File: config.mk
export PLATFORM = sky130hd
export DESIGN_NAME = mmac_result_streamer_flat
export DESIGN_NICKNAME = d
export VERILOG_FILES = /design/src/rtl/mmac_pkg.sv /design/src/rtl/mmac_result_streamer_if.sv /design/src/rtl/mmac_matrix_buf.sv /design/src/rtl/mmac_result_streamer.sv /design/src/flat_wrapper.sv
export SDC_FILE = /design/constraint.sdc
export NUM_CORES = 1
export LEC_CHECK = 0
export CORE_MARGIN = 1.5
export CORE_UTILIZATION = 49
export CTS_CLUSTER_SIZE = 8
export DETAILED_ROUTE_END_ITERATION = 8
export HOLD_SLACK_MARGIN = 0.15
export PLACE_DENSITY_LB_ADDON = 0.15
export SETUP_SLACK_MARGIN = 0.1
export SLEW_MARGIN = 5
export SYNTH_ARGS = -nofsm -noshare
export SYNTH_HDL_FRONTEND = slang
export SYNTH_SLANG_ARGS = --single-unit
File: constraint.sdc
create_clock -name clock -period 13.89 [get_ports clock]
set_clock_uncertainty 0.05 [all_clocks]
set_input_delay 3.4725 -clock clock [delete_from_list [all_inputs] [get_ports clock]]
set_output_delay 3.4725 -clock clock [all_outputs]
set_load 0.005 [all_outputs]
File: src/rtl/mmac_pkg.sv
// Shared types and helpers for the matrix multiply/accumulate datapath.
// Latency: none (package only).
// Backpressure: n/a. Provides sizing constants, the streamer FSM state type and elem_sel().
package mmac_pkg;

  localparam int M_SIZE      = 4;
  localparam int VAR_WIDTH   = 8;
  localparam int DATA_WIDTH  = M_SIZE * M_SIZE * VAR_WIDTH;
  localparam int IDX_WIDTH   = 4;
  localparam int SHIFT_WIDTH = $clog2(DATA_WIDTH);

  typedef enum logic {
    ST_IDLE,
    ST_STREAM
  } streamer_state_t;

  // Element (r,c) lives at flat position r*M_SIZE+c counted from the MSB end,
  // so (0,0) is the top byte. Shifting left by the flat offset brings the
  // wanted element to the top, which avoids a wide variable part-select.
  function automatic logic [VAR_WIDTH-1:0] elem_sel(
    input logic [DATA_WIDTH-1:0] matrix,
    input logic [1:0]            row,
    input logic [1:0]            col
  );
    logic [SHIFT_WIDTH-1:0] amt;
    logic [DATA_WIDTH-1:0]  shifted;
    amt     = SHIFT_WIDTH'({row, col}) * SHIFT_WIDTH'(VAR_WIDTH);
    shifted = matrix << amt;
    return shifted[DATA_WIDTH-1 -: VAR_WIDTH];
  endfunction

endpackage

File: src/rtl/mmac_result_streamer_if.sv
// Handshake bundle between the streamer and its matrix source / element sink.
// Latency: none (wiring only).
// Backpressure: in_ready throttles the matrix source, out_ready stalls the element stream.
// Ports: in_valid/in_ready/in_matrix/in_col_major (matrix side),
//        out_valid/out_ready/out_data/out_row/out_col/out_last (element side).
// slave = the streamer itself; master = the environment around it.
interface mmac_result_streamer_if;
  import mmac_pkg::*;

  logic                  in_valid;
  logic                  in_ready;
  logic [DATA_WIDTH-1:0] in_matrix;
  logic                  in_col_major;
  logic                  out_valid;
  logic                  out_ready;
  logic [VAR_WIDTH-1:0]  out_data;
  logic [1:0]            out_row;
  logic [1:0]            out_col;
  logic                  out_last;

  modport slave (
    input  in_valid, in_matrix, in_col_major, out_ready,
    output in_ready, out_valid, out_data, out_row, out_col, out_last
  );

  modport master (
    output in_valid, in_matrix, in_col_major, out_ready,
    input  in_ready, out_valid, out_data, out_row, out_col, out_last
  );

endinterface

File: src/rtl/mmac_matrix_buf.sv
// One matrix holding register: packed matrix + order bit + occupancy flag.
// Latency: contents and valid_o update one cycle after load_i/drop_i.
// Backpressure: none; the owner decides when to load or drop.
// Ports: clock, reset (async active-low), load_i/drop_i controls,
//        matrix_i/col_major_i data in, matrix_o/col_major_o/valid_o state out.
module mmac_matrix_buf
  import mmac_pkg::*;
(
  input  logic                  clock,
  input  logic                  reset,
  input  logic                  load_i,
  input  logic                  drop_i,
  input  logic [DATA_WIDTH-1:0] matrix_i,
  input  logic                  col_major_i,
  output logic [DATA_WIDTH-1:0] matrix_o,
  output logic                  col_major_o,
  output logic                  valid_o
);

  logic [DATA_WIDTH-1:0] matrix_q;
  logic                  col_major_q;
  logic                  valid_q;
  logic                  valid_d;

  // Payload is never observed while the buffer is empty, so it carries no reset.
  always_ff @(posedge clock) begin
    if (load_i) begin
      matrix_q    <= matrix_i;
      col_major_q <= col_major_i;
    end
  end

  // A load wins over a drop so a reload on the final beat keeps the buffer full.
  always_comb begin
    valid_d = valid_q;
    if (drop_i) valid_d = 1'b0;
    if (load_i) valid_d = 1'b1;
  end

  always_ff @(posedge clock or negedge reset) begin
    if (!reset) valid_q <= 1'b0;
    else        valid_q <= valid_d;
  end

  assign matrix_o    = matrix_q;
  assign col_major_o = col_major_q;
  assign valid_o     = valid_q;

endmodule

File: src/rtl/mmac_result_streamer.sv
// Serialises packed 4x4 result matrices into one element per beat, row- or column-major.
// Latency: first element valid 1 cycle after matrix accept; back-to-back matrices stream with no bubble.
// Backpressure: out_ready=0 holds the current element; in_ready drops while the shadow buffer is full or clear=1.
// Ports: clock, reset (async active-low), clear (sync flush), bus (slave side of mmac_result_streamer_if).
module mmac_result_streamer
  import mmac_pkg::*;
(
  input  logic                   clock,
  input  logic                   reset,
  input  logic                   clear,
  mmac_result_streamer_if.slave  bus
);

  streamer_state_t       state_q, state_d;
  logic [IDX_WIDTH-1:0]  idx_q, idx_d;

  logic                  act_load, act_from_sh, act_drop;
  logic                  sh_load, sh_drop;
  logic [DATA_WIDTH-1:0] act_matrix, sh_matrix, act_matrix_in;
  logic                  act_cm, sh_cm, act_cm_in;
  logic                  act_vld, sh_vld;

  logic                  out_valid_w, in_ready_w;
  logic                  beat, in_fire, idx_last;
  logic [1:0]            row_w, col_w;

  assign out_valid_w = (state_q == ST_STREAM) && act_vld;
  assign in_ready_w  = !clear && ((state_q == ST_IDLE) || !sh_vld);
  assign beat        = out_valid_w && bus.out_ready;
  assign in_fire     = bus.in_valid && in_ready_w;
  assign idx_last    = (idx_q == IDX_WIDTH'(M_SIZE * M_SIZE - 1));

  always_ff @(posedge clock or negedge reset) begin
    if (!reset) begin
      state_q <= ST_IDLE;
      idx_q   <= '0;
    end else begin
      state_q <= state_d;
      idx_q   <= idx_d;
    end
  end

  always_comb begin
    state_d     = state_q;
    idx_d       = idx_q;
    act_load    = 1'b0;
    act_from_sh = 1'b0;
    act_drop    = 1'b0;
    sh_load     = 1'b0;
    sh_drop     = 1'b0;

    if (clear) begin
      state_d  = ST_IDLE;
      idx_d    = '0;
      act_drop = 1'b1;
      sh_drop  = 1'b1;
    end else begin
      case (state_q)
        ST_IDLE: begin
          if (in_fire) begin
            act_load = 1'b1;
            state_d  = ST_STREAM;
            idx_d    = '0;
          end
        end
        ST_STREAM: begin
          if (beat && idx_last) begin
            idx_d = '0;
            if (sh_vld) begin
              // Queued matrix takes over with no gap.
              act_load    = 1'b1;
              act_from_sh = 1'b1;
              sh_drop     = 1'b1;
            end else if (in_fire) begin
              // Shadow empty: a matrix arriving on the final beat bypasses it.
              act_load = 1'b1;
            end else begin
              state_d  = ST_IDLE;
              act_drop = 1'b1;
            end
          end else begin
            if (beat)    idx_d   = idx_q + 1'b1;
            if (in_fire) sh_load = 1'b1;
          end
        end
        default: state_d = ST_IDLE;
      endcase
    end
  end

  assign act_matrix_in = act_from_sh ? sh_matrix : bus.in_matrix;
  assign act_cm_in     = act_from_sh ? sh_cm     : bus.in_col_major;

  mmac_matrix_buf u_active (
    .clock       (clock),
    .reset       (reset),
    .load_i      (act_load),
    .drop_i      (act_drop),
    .matrix_i    (act_matrix_in),
    .col_major_i (act_cm_in),
    .matrix_o    (act_matrix),
    .col_major_o (act_cm),
    .valid_o     (act_vld)
  );

  mmac_matrix_buf u_shadow (
    .clock       (clock),
    .reset       (reset),
    .load_i      (sh_load),
    .drop_i      (sh_drop),
    .matrix_i    (bus.in_matrix),
    .col_major_i (bus.in_col_major),
    .matrix_o    (sh_matrix),
    .col_major_o (sh_cm),
    .valid_o     (sh_vld)
  );

  // Column-major just swaps which half of the beat counter picks the row.
  assign row_w = act_cm ? idx_q[1:0] : idx_q[3:2];
  assign col_w = act_cm ? idx_q[3:2] : idx_q[1:0];

  assign bus.in_ready  = in_ready_w;
  assign bus.out_valid = out_valid_w;
  assign bus.out_row   = row_w;
  assign bus.out_col   = col_w;
  assign bus.out_data  = elem_sel(act_matrix, row_w, col_w);
  assign bus.out_last  = out_valid_w && idx_last;

endmodule

File: src/flat_wrapper.sv
// flat-port wrapper written by rule: the top's interface ports become plain ports
module mmac_result_streamer_flat import mmac_pkg::*;
  (clock, reset, clear, bus_in_valid, bus_in_matrix, bus_in_col_major, bus_out_ready, bus_in_ready, bus_out_valid, bus_out_data, bus_out_row, bus_out_col, bus_out_last);
  mmac_result_streamer_if bus_i ();
  input  logic clock;
  input  logic reset;
  input  logic clear;
  input wire logic [$bits(bus_i.in_valid)-1:0] bus_in_valid;
  input wire logic [$bits(bus_i.in_matrix)-1:0] bus_in_matrix;
  input wire logic [$bits(bus_i.in_col_major)-1:0] bus_in_col_major;
  input wire logic [$bits(bus_i.out_ready)-1:0] bus_out_ready;
  output wire logic [$bits(bus_i.in_ready)-1:0] bus_in_ready;
  output wire logic [$bits(bus_i.out_valid)-1:0] bus_out_valid;
  output wire logic [$bits(bus_i.out_data)-1:0] bus_out_data;
  output wire logic [$bits(bus_i.out_row)-1:0] bus_out_row;
  output wire logic [$bits(bus_i.out_col)-1:0] bus_out_col;
  output wire logic [$bits(bus_i.out_last)-1:0] bus_out_last;
  assign bus_i.in_valid = bus_in_valid;
  assign bus_i.in_matrix = bus_in_matrix;
  assign bus_i.in_col_major = bus_in_col_major;
  assign bus_i.out_ready = bus_out_ready;
  assign bus_in_ready = bus_i.in_ready;
  assign bus_out_valid = bus_i.out_valid;
  assign bus_out_data = bus_i.out_data;
  assign bus_out_row = bus_i.out_row;
  assign bus_out_col = bus_i.out_col;
  assign bus_out_last = bus_i.out_last;
  mmac_result_streamer u_core (.clock(clock), .reset(reset), .clear(clear), .bus(bus_i));
endmodule
# Word-level counts from Yosys, hierarchy flattened
# Cells that the tools add are included.
[word_totals]
reg_bits = 265
in_bits = 134
out_inout_bits = 15
word_cells = 60
[op_classes]
addsub = 1
n_eq_ne = 3
shifts = 1
mux = 34
bitwise_logic = 1
n_reduce_logical = 12
[ops]
columns = ["operator", "count"]
rows = [
  ["$mux W128", 1],
  ["$shl A128 B7 Y128", 1],
  ["$mux W1", 24],
  ["$mux W4", 4],
  ["$pmux W4 S2", 1],
  ["$logic_and A1 B1 Y1", 6],
  ["$add A4 B1 Y4 const B", 1],
  ["$eq A4 B4 Y1 const B", 1],
  ["$mux W2", 2],
  ["$ne A4 B4 Y1 const B", 1],
  ["$pmux W1 S2", 2],
  ["$reduce_bool A2 Y1", 2],
  ["$ne A3 B2 Y1 const B", 1],
  ["$logic_not A1 Y1", 2],
  ["$reduce_and A2 Y1", 1],
  ["$logic_or A1 B1 Y1", 1],
  ["$not A1 Y1", 1],
]

# Depth between registers and ports, before layout
[logic_depth]
depth_word = 11
ltp_mapped = 7
depth_no_buf = 5

# Cells and area by module
# Synthesis repeated with hierarchy kept, for this count alone.
[unflattened]
cells_unflattened = 623
area_unflattened_um2 = 10906.7
[by_module_without_submodules]
columns = ["module", "instances", "cells_each", "area_per_inst_um2"]
rows = [
  ["mmac_matrix_buf", 2, 132, 3910.0],
  ["mmac_result_streamer", 1, 359, 3086.7],
]

# Worst setup path after synthesis
# No wires, ideal clock.
[synth_timing]
kind = "in2reg"
start = "input bus_out_ready"
end = "register u_core.u_shadow.col_major_q, in the netlist u_core.u_shadow.col_major_o (enable)"
setup_ns = 0.933
arrival_time_ns = 16.059
setup_slack_ns = -3.152
stages = 4
path_buffers = 0
cell_sequence = "and3_1 nand4_2 nand2_1 nor4_1"
[synth_between]
elab_chain_len = 5
[synth_lines]
columns = ["item", "line_no", "rtl"]
rows = [
  ["from (decl)", "flat_wrapper.sv:11", "input wire logic [$bits(bus_i.out_ready)-1:0] bus_out_ready;"],
  ["$logic_and A1 B1 Y1", "mmac_result_streamer.sv:29", "assign beat = out_valid_w && bus.out_ready;"],
  ["$logic_and A1 B1 Y1", "mmac_result_streamer.sv:67", "if (beat && idx_last) begin"],
  ["$mux W1", "mmac_result_streamer.sv:67", ""],
  ["$mux W1", "mmac_result_streamer.sv:58", "case (state_q)"],
  ["$mux W1", "mmac_result_streamer.sv:52", "if (clear) begin"],
  ["net u_core.sh_load", "mmac_result_streamer.sv:18", "logic sh_load, sh_drop;"],
  ["to (signal assigned)", "mmac_matrix_buf.sv:29", "col_major_q <= col_major_i;"],
  ["to (decl)", "mmac_matrix_buf.sv:21", "logic col_major_q;"],
]
# The timed path passes the listed nets, and every way through them passes these cells.
# A chain may end at the register's enable or synchronous reset.

# Final worst setup path
[layout_timing]
start = "input clear"
end = "output bus_in_ready"
[layout_between]
elab_chain_len = 2
[layout_lines]
columns = ["item", "line_no", "rtl"]
rows = [
  ["from (decl)", "flat_wrapper.sv:7", "input logic clear;"],
  ["$logic_not A1 Y1", "mmac_result_streamer.sv:28", "assign in_ready_w = !clear && ((state_q == ST_IDLE) || !sh_vld);"],
  ["$logic_and A1 B1 Y1", "mmac_result_streamer.sv:28", ""],
  ["to (decl)", "flat_wrapper.sv:12", "output wire logic [$bits(bus_i.in_ready)-1:0] bus_in_ready;"],
]
# No other way between the ends.

==> impl_results.md <==
- First-pass GRT wire length: 34.4 mm
- Crit path DAT: 4960 ps
- Hold Startpoint: u_core.u_shadow.matrix_o[127]
- Final GP Congestion: a little under 0.8
- Seq pwr share: 49.6%
- Area growth syn-to-layout: 25.8%
- Relative slew slack: roughly 30%
- Pins Over Slew Limit: 0
- Core Area: about 22000 µm²
- DR WL met2: approximately 10 mm
- Psw: approximately 360 µW
- Avg Vias per Cell: 5.48
- Flop-to-flop setup slack: 10490 ps
- TNS Setup: 0 ps
- End-of-flow core utilization: between 60% and 70%
- Crit-path max FO: 12
- ANT nets after route: 0
- # rows: 54
- CTS Sinks: approximately 270
- Iteration-0 DRC Markers: 360
- Die area: 23100 µm²
- First drt pass iteration count: 5
- Leak pwr: 5.01 nW
- Synth cell count leaders: edfxtp_1 (258), mux2_1 (129), mux2i_1 (66)
- Gate power share: 5.0%
- Overflow after GRT: 0
- Io pins: approximately 150
- Die H: 152 µm
- Post-Route WL: 21.9 mm
- RSZ-0062 raised after global routing: no
- Max cap viols: 0
- Input/output buffers: roughly 150
- Hold path cells: 1
- Synth Instances: between 500 and 600
- CP max-delay cell: clkdlybuf4s50_1
- Distinct cell type count after synthesis: 37
- Reg clk slew, reported paths: ~50 ps
- Largest net degree at the start of global routing: 78
- Cell with the most instances after synthesis: edfxtp_1
- Inserted Diodes: 0
- Dominant cell type by area after synthesis: edfxtp_1
- CTS tree: built
- Crit Path Category: primary input to output pin
- Total global-route track usage: a little under a fifth
- Asr flop ratio synth: 2.64%
- Hold buffers post-CTS: 0
- R2R depth: 5
- Post-synth EDFFs: 258
- Final setup viols: 0
- VDD IR max: 0.0000895 V
- Postcts setup bufs: 0
- H-tree depth: 2
- Final Critical Period: about 8500 ps
- CTS Buffer Depth: 3
- Vias in the first global route: slightly above 6000
- CP peak stage delay: just over 700 ps
- Initial antenna violation count: 0
- Critical-path cell list: clkdlybuf4s50_1 -> a21oi_1 -> clkdlybuf4s50_1
- Peak Freq: ~120 MHz
- Post-synthesis sequential area ratio: just over 70%
- Top cells by area, synth: edfxtp_1 (71%), mux2_1 (13%), mux2i_1 (6.1%), o22ai_1 (1.8%), dfrtp_1 (1.6%)
- Syn nets: approximately 700
- DR vias: approximately 5800
- Internal cell power: roughly 1.5 mW
- Req. time, crit path: ~10000 ps
- Final Cycle Share: 61.1%
- NumNets Final: 889
- Crit. End Element: output pin
- Post-synth top flop: edfxtp_1
- Fraction of layout cells with a size suffix above 1: about 7.9%
- Hold-critical path endpoint: u_core.u_active.matrix_o[127]
- Clk root buf: clkbuf_16
- Initial core utilization: ~50%
- Mapped Area: roughly 11000 µm²
- Synth Register Bits: around 270
- Setup crit start kind: primary input
- Worst r2r dst: u_core.u_active.matrix_o[117]
- Outcome: completed
- Area share of the largest cell type after synthesis: between 70% and 80%
- Critical Path Most Common Cell: clkdlybuf4s50_1
- Routed len/inst: about 21 µm
- Met3 WL: around 1.2 mm
- CTS Buf Count: 39
- Worst Tran Pin Value: approximately 1100 ps
- Highest routed layer: met4
- Tot Pwr: about 1.9 mW
- Hold crit path type: register to register
- Worst reg2reg startpoint: u_core.idx_q[1]
- Final Hold Fails: 0
- Clock Latency Late Sink: ~510 ps
- Syn_area_per_cell: ~19 µm²
- PD cells: 135 nW/µm²
- Die W: roughly 150 µm
- YS warnings: 0
- DP HPWL: roughly 14 mm
- Switching share of power: approximately a fifth
- Drc violations: 0
- Resized cells post-CTS: 0
- Metal-1 WL: around 10 mm
- Clock power share: a little under half
worst max path at each step:
stage,startpoint,to,slack (ps),depth (start not counted)
after global placement,clear,bus_in_ready,5450,3
after CTS,clear,bus_in_ready,5420,3
after floorplan,bus_out_ready,u_core.u_shadow.col_major_o,2310,4
after detailed placement,clear,bus_in_ready,5430,3
final,clear,bus_in_ready,5410,3
after global routing,clear,bus_in_ready,5330,3
cells in the final DEF (no fill, tap or decap), types with 2 or more instances in the layout:
| cell | netlist | routed |
|---|---|---|
| nand3_1 | 7 | 7 |
| dfrtp_1 | 7 | 7 |
| o22ai_1 | 32 | 32 |
| nand2b_1 | 2 | 2 |
| mux2_1 | 129 | 129 |
| a22oi_2 | 2 | 2 |
| or4_1 | 8 | 8 |
| clkbuf_1 | 1 | 15 |
| clkdlybuf4s50_1 | 0 | 148 |
| o21ai_0 | 2 | 2 |
| nor2_1 | 4 | 4 |
| buf_4 | 5 | 8 |
| nor2b_1 | 4 | 4 |
| clkbuf_16 | 0 | 41 |
| a21oi_1 | 8 | 8 |
| edfxtp_1 | 258 | 258 |
| mux2i_1 | 66 | 65 |
| inv_1 | 4 | 4 |
| nand2_1 | 6 | 6 |
power groups by stage:
stage               sequential (mW)  combinational [mW]  clock [mW]
floorplan                     0.936              0.0332           0
global placement              0.933              0.0905           0
detailed placement            0.934              0.0929           0
CTS                           0.919              0.0939       0.861
global route                  0.921               0.100       0.894
finish                        0.919              0.0925       0.842
through the flow:
step           worst slack, ps  instance area (µm²)  instances  hold WS, ps
6_report                  5410                13700       1050          477
5_1_grt                   5330                13700       1050          495
4_1_cts                   5420                13700       1050          483
3_5_place_dp              5430                12600        993          468
3_3_place_gp              5450                12600        993          464
2_1_floorplan             2310                10900        584          458
registers in the layout, indices dropped and copies added (netlist names):
name	cells
u_core.u_active.col_major_o	1
u_core.idx_q	4
u_core.u_shadow.col_major_o	1
u_core.u_shadow.valid_o	1
u_core.u_active.valid_o	1
u_core.u_shadow.matrix_o	128
u_core.state_q	1
u_core.u_active.matrix_o	128
cells by family (layout without fill, tap and decap cells):
logic type                 count (synthesis)  after routing  synth area share [%]
AOI/OAI and AO/OA                         50             50                  3.05
adders and majority gates                  1              1                 0.115
buffers and inverters                     31            217                  2.17
DFF                                      265            265                  72.8
muxes                                    197            197                  19.6
and+or+nand+nor                           40             40                  2.25
area by class of cell:
type	instances	area (µm²)
clock inverters	1	8.76
clock buffers	56	1080
multi-input cells	288	2770
flip-flops and latches	265	7920
inverters	4	15.0
repair buffers	156	1540
fillers	1602	8130
well taps	280	350
critical path: cells and delay by family:
family / cells / cell delay (ps)
AOI/OAI and AO/OA: 1 / 250
buffers and inverters: 2 / 1230
layer usage:
metal  track usage (%)  up-vias
met5                 0        -
met4              4.90        0
met3              4.22       30
met2              30.0      172
met1              27.3     2875
li1                  -     2677
No activity file was read; power rests on OpenSTA's default activity.
